<file path="src/rtl/spi_slave_framed.sv">
// SPI slave front-end: deserialises MSB-first {cmd[1:0], payload} frames sampled on clk,
// hands them to the RAM controller, and serialises read data back on MISO.
module spi_slave_framed #(
  parameter int DATA_W     = 8,
  parameter int TX_TIMEOUT = 16
) (
  input  logic                clk,
  input  logic                rst_n,
  input  logic                SS_n,
  input  logic                MOSI,
  output logic                MISO,
  output logic [DATA_W+1:0]   rx_data,
  output logic                rx_valid,
  input  logic [DATA_W-1:0]   tx_data,
  input  logic                tx_valid,
  output logic                frame_err,
  output logic                busy
);

  localparam int FRAME_W = DATA_W + 2;
  localparam int CNT_W   = $clog2(FRAME_W + 1);
  localparam int TO_W    = $clog2(TX_TIMEOUT + 1);

  localparam logic [2:0] S_IDLE    = 3'd0;
  localparam logic [2:0] S_RECV    = 3'd1;
  localparam logic [2:0] S_WAIT_TX = 3'd2;
  localparam logic [2:0] S_SEND    = 3'd3;
  localparam logic [2:0] S_DONE    = 3'd4;

  localparam logic [1:0] CMD_RD_ADDR = 2'b10;
  localparam logic [1:0] CMD_RD_DATA = 2'b11;

  logic [2:0]         r_state;
  // Holds the first FRAME_W-1 bits; the final bit comes straight from MOSI.
  logic [FRAME_W-2:0] r_shift;
  logic [CNT_W-1:0]   r_cnt;
  logic [TO_W-1:0]    r_to;
  logic               r_miso;
  logic [FRAME_W-1:0] r_rx_data;
  logic               r_rx_valid;
  logic               r_frame_err;
  logic               r_rd_seen;

  logic [FRAME_W-1:0] w_frame;
  logic [1:0]         w_cmd;
  logic               w_last;
  logic               w_abort;
  logic               w_tx_last;
  logic               w_to_expired;

  assign w_frame      = {r_shift, MOSI};
  assign w_cmd        = w_frame[FRAME_W-1:FRAME_W-2];
  assign w_last       = (r_cnt == CNT_W'(FRAME_W - 1));
  assign w_tx_last    = (r_cnt == CNT_W'(DATA_W - 1));
  assign w_to_expired = (r_to == TO_W'(TX_TIMEOUT - 1));
  assign w_abort      = SS_n && ((r_state == S_RECV) || (r_state == S_WAIT_TX) ||
                                 (r_state == S_SEND));

  always_ff @(posedge clk or negedge rst_n) begin
    if (!rst_n) begin
      r_state     <= S_IDLE;
      r_shift     <= '0;
      r_cnt       <= '0;
      r_to        <= '0;
      r_miso      <= 1'b0;
      r_rx_data   <= '0;
      r_rx_valid  <= 1'b0;
      r_frame_err <= 1'b0;
      r_rd_seen   <= 1'b0;
    end else begin
      r_rx_valid  <= 1'b0;
      r_frame_err <= 1'b0;
      if (w_abort) begin
        r_state     <= S_IDLE;
        r_frame_err <= 1'b1;
        r_miso      <= 1'b0;
      end else begin
        case (r_state)
          S_IDLE: begin
            if (!SS_n) begin
              r_state <= S_RECV;
              r_cnt   <= '0;
            end
          end
          S_RECV: begin
            r_shift <= w_frame[FRAME_W-2:0];
            r_cnt   <= r_cnt + 1'b1;
            if (w_last) begin
              r_rx_data <= w_frame;
              r_state   <= S_DONE;
              if (w_cmd == CMD_RD_DATA) begin
                if (r_rd_seen) begin
                  r_rx_valid <= 1'b1;
                  r_to       <= '0;
                  r_state    <= S_WAIT_TX;
                end else begin
                  r_frame_err <= 1'b1;
                end
              end else begin
                r_rx_valid <= 1'b1;
                if (w_cmd == CMD_RD_ADDR) r_rd_seen <= 1'b1;
              end
            end
          end
          S_WAIT_TX: begin
            // tx_valid takes priority over an expiring timeout on the same edge.
            if (tx_valid) begin
              r_shift <= {1'b0, tx_data};
              r_miso  <= tx_data[DATA_W-1];
              r_cnt   <= '0;
              r_state <= S_SEND;
            end else if (w_to_expired) begin
              r_frame_err <= 1'b1;
              r_rd_seen   <= 1'b0;
              r_state     <= S_DONE;
            end else begin
              r_to <= r_to + 1'b1;
            end
          end
          S_SEND: begin
            if (w_tx_last) begin
              r_miso    <= 1'b0;
              r_rd_seen <= 1'b0;
              r_state   <= S_DONE;
            end else begin
              r_miso  <= r_shift[DATA_W-2];
              r_shift <= r_shift << 1;
              r_cnt   <= r_cnt + 1'b1;
            end
          end
          S_DONE: begin
            r_miso <= 1'b0;
            if (SS_n) r_state <= S_IDLE;
          end
          default: begin
            r_state <= S_IDLE;
            r_miso  <= 1'b0;
          end
        endcase
      end
    end
  end

  assign MISO      = r_miso;
  assign rx_data   = r_rx_data;
  assign rx_valid  = r_rx_valid;
  assign frame_err = r_frame_err;
  assign busy      = (r_state != S_IDLE);

endmodule

</file>
<file path="config.mk">
export PLATFORM = sky130hd
export DESIGN_NAME = spi_slave_framed
export DESIGN_NICKNAME = d
export VERILOG_FILES = /design/src/rtl/spi_slave_framed.sv
export SDC_FILE = /design/constraint.sdc
export NUM_CORES = 1
export LEC_CHECK = 0
export CAP_MARGIN = 30
export CELL_PAD_IN_SITES_DETAIL_PLACEMENT = 0
export CELL_PAD_IN_SITES_GLOBAL_PLACEMENT = 1
export CORE_ASPECT_RATIO = 0.8
export CORE_MARGIN = 3
export CORE_UTILIZATION = 39
export DETAILED_ROUTE_END_ITERATION = 10
export GPL_ROUTABILITY_DRIVEN = 0
export PLACE_DENSITY = 0.83
export SLEW_MARGIN = 5
export SYNTH_ARGS = -nofsm -noshare
export SYNTH_HDL_FRONTEND = slang
export SYNTH_SLANG_ARGS = --single-unit
</file>
<file path="constraint.sdc">
create_clock -name clk -period 3.6 [get_ports clk]
set_input_delay 0.36 -clock clk [delete_from_list [all_inputs] [get_ports clk]]
set_output_delay 0.36 -clock clk [all_outputs]
set_load 0.005 [all_outputs]
</file>
==> impl_results.md, run 1 <==
- Register area: 876 um^2
- Syn Inst Count: 184
- IO Port Bufs: 26
- Share of cells above drive strength 1: 6.16%
- Die area: 5470 um^2
- Initial DRT Pass Iterations: 4
- Synth top area cells: dfrtp_1 49%, mux2_1 5.6%, nand2_1 4.6%
- Highest clock rate: 453 MHz
- Post-synth top cells: 35 x dfrtp_1, 22 x nand2_1, 18 x nor2_1
- First-pass GRT wire length: 6.34 mm
- Die Span Y: 66.7 um
- Clk Latency, worst-skew pair: 0.28 ns
- Max clock buf depth: 2
- # rows: 21
- Post-Route WL: 3.76 mm
- DR WL/cell: 14.0 um
- Fillers: 398
- Multi-input gate area: 867 um^2
- Post-route setup TNS: 0 ns
- Start of the worst register-to-register path: r_state[0]$_DFFE_PN0P_
- Initial core utilization: 41.7%
- Largest net degree at the start of global routing: 36
- H-Tree Level Count: 2
- Synth Flop Type: dfrtp_1
- Setup CP Type: reg2out
- Hpwl dp: 2.62 mm
- TritonCTS clock tree: done
- Routed Antenna Nets: 0
- Clk_skew: 0.00387 ns
- CP arrival: 1.85 ns
- Post-Layout Cell Count: 268
- Post-CTS Setup Inserts: 0
- Setup-failing EPs final: 0
- Worst Setup End Kind: output pin
- IO Pins: 27
- Vias/cell: 5.36
- Status: completed
- Leak Pwr: 0.000966 uW
- Syn Area/Cell: 9.77 um^2
- Root Driver: clkbuf_8
- CTS Hold Bufs: 0
- Worst EP required: 3.24 ns
- Core area: 4310 um^2
- Count of distinct cell types in the synthesized netlist: 45
- Worst-case reg-to-reg path depth: 4
- Area Growth Syn to Fin: 21.9%
- Unrepaired setup endpoints after global routing: no
- Count leader, synth: dfrtp_1
- Critical path launch point type: register
- Pins Over Slew Limit: 0
- Max Cap Viol: 0
- Post-CTS resize count: 0
- Seq/Total Area, Yosys: 48.7%
- Final hold vios: 0
- Starting DRC count in detailed routing: 60
- Ant. Diodes: 0
- Post-synth EDFFs: 0
- Total grt overflow: 0
- Slew @ Worst Pin: 0.766 ns
- # clock sinks: 35
- Placed Cells: 261
- FF+latch count, synth: 35
- Synth warnings: 0
- Final min period: 2.21 ns
- Gr usage total: 15.5%
- Overall power: 1180 uW
- Worst min-delay path category: in2async
- Crit-path max FO: 26
- CP startpoint: r_state[0]$_DFFE_PN0P_
- Vias in the first global route: 1,309
- Fin crit share: 61.3%
- CTS Buf Count: 5
- Cell taking the most area after synthesis: dfrtp_1
- Die width: 81.9 um
- Vias: 1,436
- Layout Nets: 228
- Synth Cell Area: 1800 um^2
- Synth top area share: 48.7%
- DR DRC count: 0
- Initial antenna violation count: 0
- Async SR Flop Fraction: 100%
- Peak VDD IR: 0.000306 V
- Slew HR: 48.7%
- Reg clk slew, reported paths: 0.07 ns
- Pwr Density: 540 nW/um^2
- Synth Net Count: 201
==> power by group <==
| group | switching, uW | internal (uW) | total [uW] |
|---|---|---|---|
| Combinational | 118 | 187 | 305 |
| Sequential | 93.3 | 499 | 592 |
| Clock | 137 | 150 | 287 |
==> per-layer routing <==
metal | vias up | global-route usage [%] | part of all wire, %
met5 | - | 0 | 0
met4 | 0 | 6.22 | 1.5
met3 | 6 | 4.86 | 5.7
met2 | 34 | 21.1 | 41
met1 | 676 | 22.6 | 51
li1 | 720 | - | -
==> registers in the layout, summed over array words and instances, names as in the netlist <==
signal / flops
frame_err: 1
r_to: 5
r_cnt: 4
rx_valid: 1
MISO: 1
rx_data: 10
r_rd_seen: 1
r_shift: 9
r_state: 3
==> placed cells by master (no fill, tap or decap), types with 2 or more instances in the layout <==
cell type,count
nand2_1,22
nand2b_1,5
a21oi_1,8
or3_1,5
nor2_1,18
ha_1,4
o31ai_1,3
buf_4,2
inv_1,4
a221oi_1,2
clkdlybuf4s50_1,26
nand3_1,7
or2_1,2
o211ai_1,2
and3_1,2
a21o_1,2
o22a_1,2
o21ai_0,6
dfrtp_1,35
nor3_1,4
clkbuf_8,6
a31oi_1,7
o21ai_1,3
mux2_1,9
nand3b_1,4
==> area by class of cell <==
| cell class | instances | area share, % |
|---|---|---|
| Tap cell | 57 | 3.25 |
| Clock inverter | 1 | 0.228 |
| Clock buffer | 6 | 3.77 |
| Multi-Input combinational cell | 137 | 39.6 |
| Inverter | 4 | 0.685 |
| Timing Repair Buffer | 28 | 12.6 |
| Sequential cell | 35 | 40.0 |
==> final timing paths <==
kind | to | slack (ns)
worst max-delay path | busy | 1.39
max in group asynchronous | rx_data[5]$_DFFE_PN0P_ | 2.81
min in group clk | rx_data[8]$_DFFE_PN0P_ | 0.49
worst min-delay path | r_shift[0]$_DFFE_PN0P_ | 0.48
worst min register to register | rx_data[8]$_DFFE_PN0P_ | 0.49
worst max register to register | rx_data[2]$_DFFE_PN0P_ | 1.47
==> cell families (layout without fill, tap and decap cells) <==
| logic type | after synthesis | after routing | synth area share [%] |
|---|---|---|---|
| flops | 35 | 35 | 48.7 |
| mux | 10 | 10 | 6.26 |
| buf+inv | 12 | 39 | 3.06 |
| fa+ha+maj | 4 | 4 | 2.78 |
| compound gates | 41 | 41 | 15.3 |
| simple gates | 82 | 82 | 23.9 |
==> worst max-delay path: stages, from the launching register on <==
cell	delay (ns)
dfrtp_1	0.66
or3_1	0.46
clkdlybuf4s50_1	0.44
==> stage by stage <==
step / setup slack [ns] / util (%) / cell area [um^2] / hold slack [ns]
after floorplan: 1.75 / - / 1800 / 0.0644
after global placement: 1.42 / 48.8 / 2100 / 0.473
after detailed placement: 1.40 / 48.8 / 2100 / 0.481
after CTS: 1.39 / 50.9 / 2190 / 0.492
after global routing: 1.23 / 50.9 / 2190 / 0.508
final: 1.39 / 50.9 / 2190 / 0.485
Power figures use the tool's default switching activity.
==> inputs of run 2 (changes only) <==
==> constraint.sdc (replaced) <==
create_clock -name clk -period 2.1 [get_ports clk]
set_input_delay 0.21 -clock clk [delete_from_list [all_inputs] [get_ports clk]]
set_output_delay 0.21 -clock clk [all_outputs]
set_load 0.005 [all_outputs]
==> impl_results.md, run 2 (synthesized netlist as in run 1, its figures left out) <==
- Status: completed
- Fin crit share: 95.2%
- Share of cells above drive strength 1: 10.8% (+4.6 points)
- H-Tree Level Count: 2 (unchanged)
- Slew @ Worst Pin: 0.479 ns (-0.287 ns)
- Gr usage total: 16.2% (+0.64 points)
- # clock sinks: 35 (unchanged)
- # rows: 21 (unchanged)
- Largest net degree at the start of global routing: 36 (unchanged)
- Commonest non-fill, non-tap cell in the layout: dfrtp_1
- Initial antenna violation count: 0 (unchanged)
- Fillers: 413 (+3.8%)
- Layout Nets: 239 (+4.8%)
- Cells along the critical path: buf_4 > or3_1 > clkdlybuf4s50_1
- Vias in the first global route: 1,419 (+8.4%)
- Leak Pwr: 0.00102 uW (+5.5%)
- CTS Buf Count: 5 (unchanged)
- Placed Cells: 272 (+4.2%)
- IO Port Bufs: 26 (unchanged)
- Die area: 5470 um^2 (unchanged)
- Clk Latency, worst-skew pair: 0.28 ns (about the same)
- Worst Setup End Kind: output pin
- Post-Route WL: 3.94 mm (+4.6%)
- DR WL/cell: 14.1 um (+0.45%)
- CP max stage delay: 0.52 ns (-0.14 ns)
- Total grt overflow: 0 (unchanged)
- Highest clock rate: 500 MHz
- Slew HR: 68.0% (+19 points)
- Post-Layout Cell Count: 279 (+4.1%)
- Core area: 4310 um^2 (unchanged)
- Peak VDD IR: 0.000529 V (+73%)
- Final min period: 2.00 ns
- Final hold vios: 0 (unchanged)
- Worst EP required: 1.89 ns (-1.35 ns)
- Unrepaired setup endpoints after global routing: no
- Root Driver: clkbuf_8
- Setup CP Type: reg2out
- Clk_skew: 0.00941 ns (+0.00554 ns)
- Hpwl dp: 2.79 mm (+6.3%)
- Post-CTS Setup Inserts: 0 (unchanged)
- Max FFs per register: 10 (unchanged)
- Area Growth Syn to Fin: 26.5%
- Crit-path max FO: 13 (-50%)
- CP arrival: 1.79 ns (-0.06 ns)
- Post-CTS resize count: 0 (unchanged)
- Worst path slowest cell: dfrtp_1
- DR DRC count: 0 (unchanged)
- TritonCTS clock tree: done
- Post-route setup TNS: 0 ns (unchanged)
- Critical path launch point type: register
- Vias: 1,505 (+4.8%)
- IO Pins: 27 (unchanged)
- Setup-failing EPs final: 0 (unchanged)
- Worst min-delay path category: in2async
- Initial DRT Pass Iterations: 4 (unchanged)
- Pwr Density: 899 nW/um^2 (+66%)
- Reg clk slew, reported paths: 0.07 ns (about the same)
- Pins Over Slew Limit: 0 (unchanged)
- Max clock buf depth: 2 (unchanged)
- Starting DRC count in detailed routing: 61 (+1.7%)
- Routed Antenna Nets: 0 (unchanged)
- Die Span Y: 66.7 um (unchanged)
- Die width: 81.9 um (unchanged)
- Vias/cell: 5.39 (+0.67%)
- Initial core utilization: 41.7% (unchanged)
- Commonest non-fill, non-tap cells in the layout: 35 x dfrtp_1, 26 x clkdlybuf4s50_1, 22 x nand2_1
- First-pass GRT wire length: 6.71 mm (+5.8%)
- Max Cap Viol: 0 (unchanged)
- CTS Hold Bufs: 0 (unchanged)
- Ant. Diodes: 0 (unchanged)
run 2: final timing paths:
kind	startpoint	endpoint	slack, ns	cells after the start
setup / recovery	r_state[0]$_DFFE_PN0P_	busy	0.10	3
hold / removal	rst_n	rx_data[2]$_DFFE_PN0P_	0.35	2
setup reg to reg	r_to[0]$_DFFE_PN0P_	r_to[4]$_DFFE_PN0P_	0.22	7
hold reg to reg	rx_data[1]$_DFFE_PN0P_	rx_data[1]$_DFFE_PN0P_	0.49	1
max in group asynchronous	rst_n	r_state[0]$_DFFE_PN0P_	1.44	2
min in group clk	tx_data[1]	r_shift[1]$_DFFE_PN0P_	0.49	3
run 2: routing by layer:
metal	track usage [%]	vias up	part of all wire, %
met5	0	-	0
met4	4.98	0	1.2
met3	4.05	7	5.1
met2	22.8	36	43
met1	24.0	715	51
li1	-	747	-
run 2: cell type report:
| class | instances | area [um^2] | share of cell area [%] |
|---|---|---|---|
| Inverter | 4 | 15.0 | 0.660 |
| Tap cell | 57 | 71.3 | 3.14 |
| Clock buffer | 6 | 82.6 | 3.63 |
| Multi-Input combinational cell | 137 | 867 | 38.1 |
| Clock inverter | 1 | 5.00 | 0.220 |
| Sequential cell | 35 | 876 | 38.5 |
| Timing Repair Buffer | 39 | 358 | 15.7 |
run 2: power by group:
| group | switching [uW] | leakage, uW | total [uW] | internal [uW] |
|---|---|---|---|---|
| combinational | 215 | 0.000533 | 553 | 339 |
| sequential | 157 | 0.000439 | 1010 | 855 |
| clock | 222 | 0.0000470 | 479 | 257 |
| total | 594 | 0.00102 | 2050 | 1450 |
run 2: worst max-delay path, delay by kind of cell (launching register included):
kind	cells	cell delay [ns]
buffers and inverters	2	0.67
flip-flops	1	0.52
AND/OR/NAND/NOR	1	0.33
run 2: stage by stage:
step | worst slack [ns] | util [%] | hold slack (ns) | total power, uW | area [um^2]
after CTS | 0.0936 | 52.8 | 0.356 | 2070 | 2270
after global routing | 0.00633 | 52.8 | 0.378 | 2190 | 2270
final | 0.102 | 52.8 | 0.346 | 2050 | 2270
after global placement | 0.251 | 50.8 | 0.475 | 1560 | 2190
after detailed placement | 0.220 | 50.8 | 0.484 | 1580 | 2190
after floorplan | 0.252 | - | -0.0856 | 1260 | 1800
==> inputs of run 3 (changes only) <==
--- a/config.mk
+++ b/config.mk
@@ -11,8 +11,10 @@
 export CORE_ASPECT_RATIO = 0.8
 export CORE_MARGIN = 3
 export CORE_UTILIZATION = 39
+export CTS_CLUSTER_DIAMETER = 80
 export DETAILED_ROUTE_END_ITERATION = 10
 export GPL_ROUTABILITY_DRIVEN = 0
+export HOLD_SLACK_MARGIN = 0.12
 export PLACE_DENSITY = 0.83
 export SLEW_MARGIN = 5
 export SYNTH_ARGS = -nofsm -noshare
==> results of run 3 <==
Same layout as run 2: the final DEF is identical, and so are final timing and power.
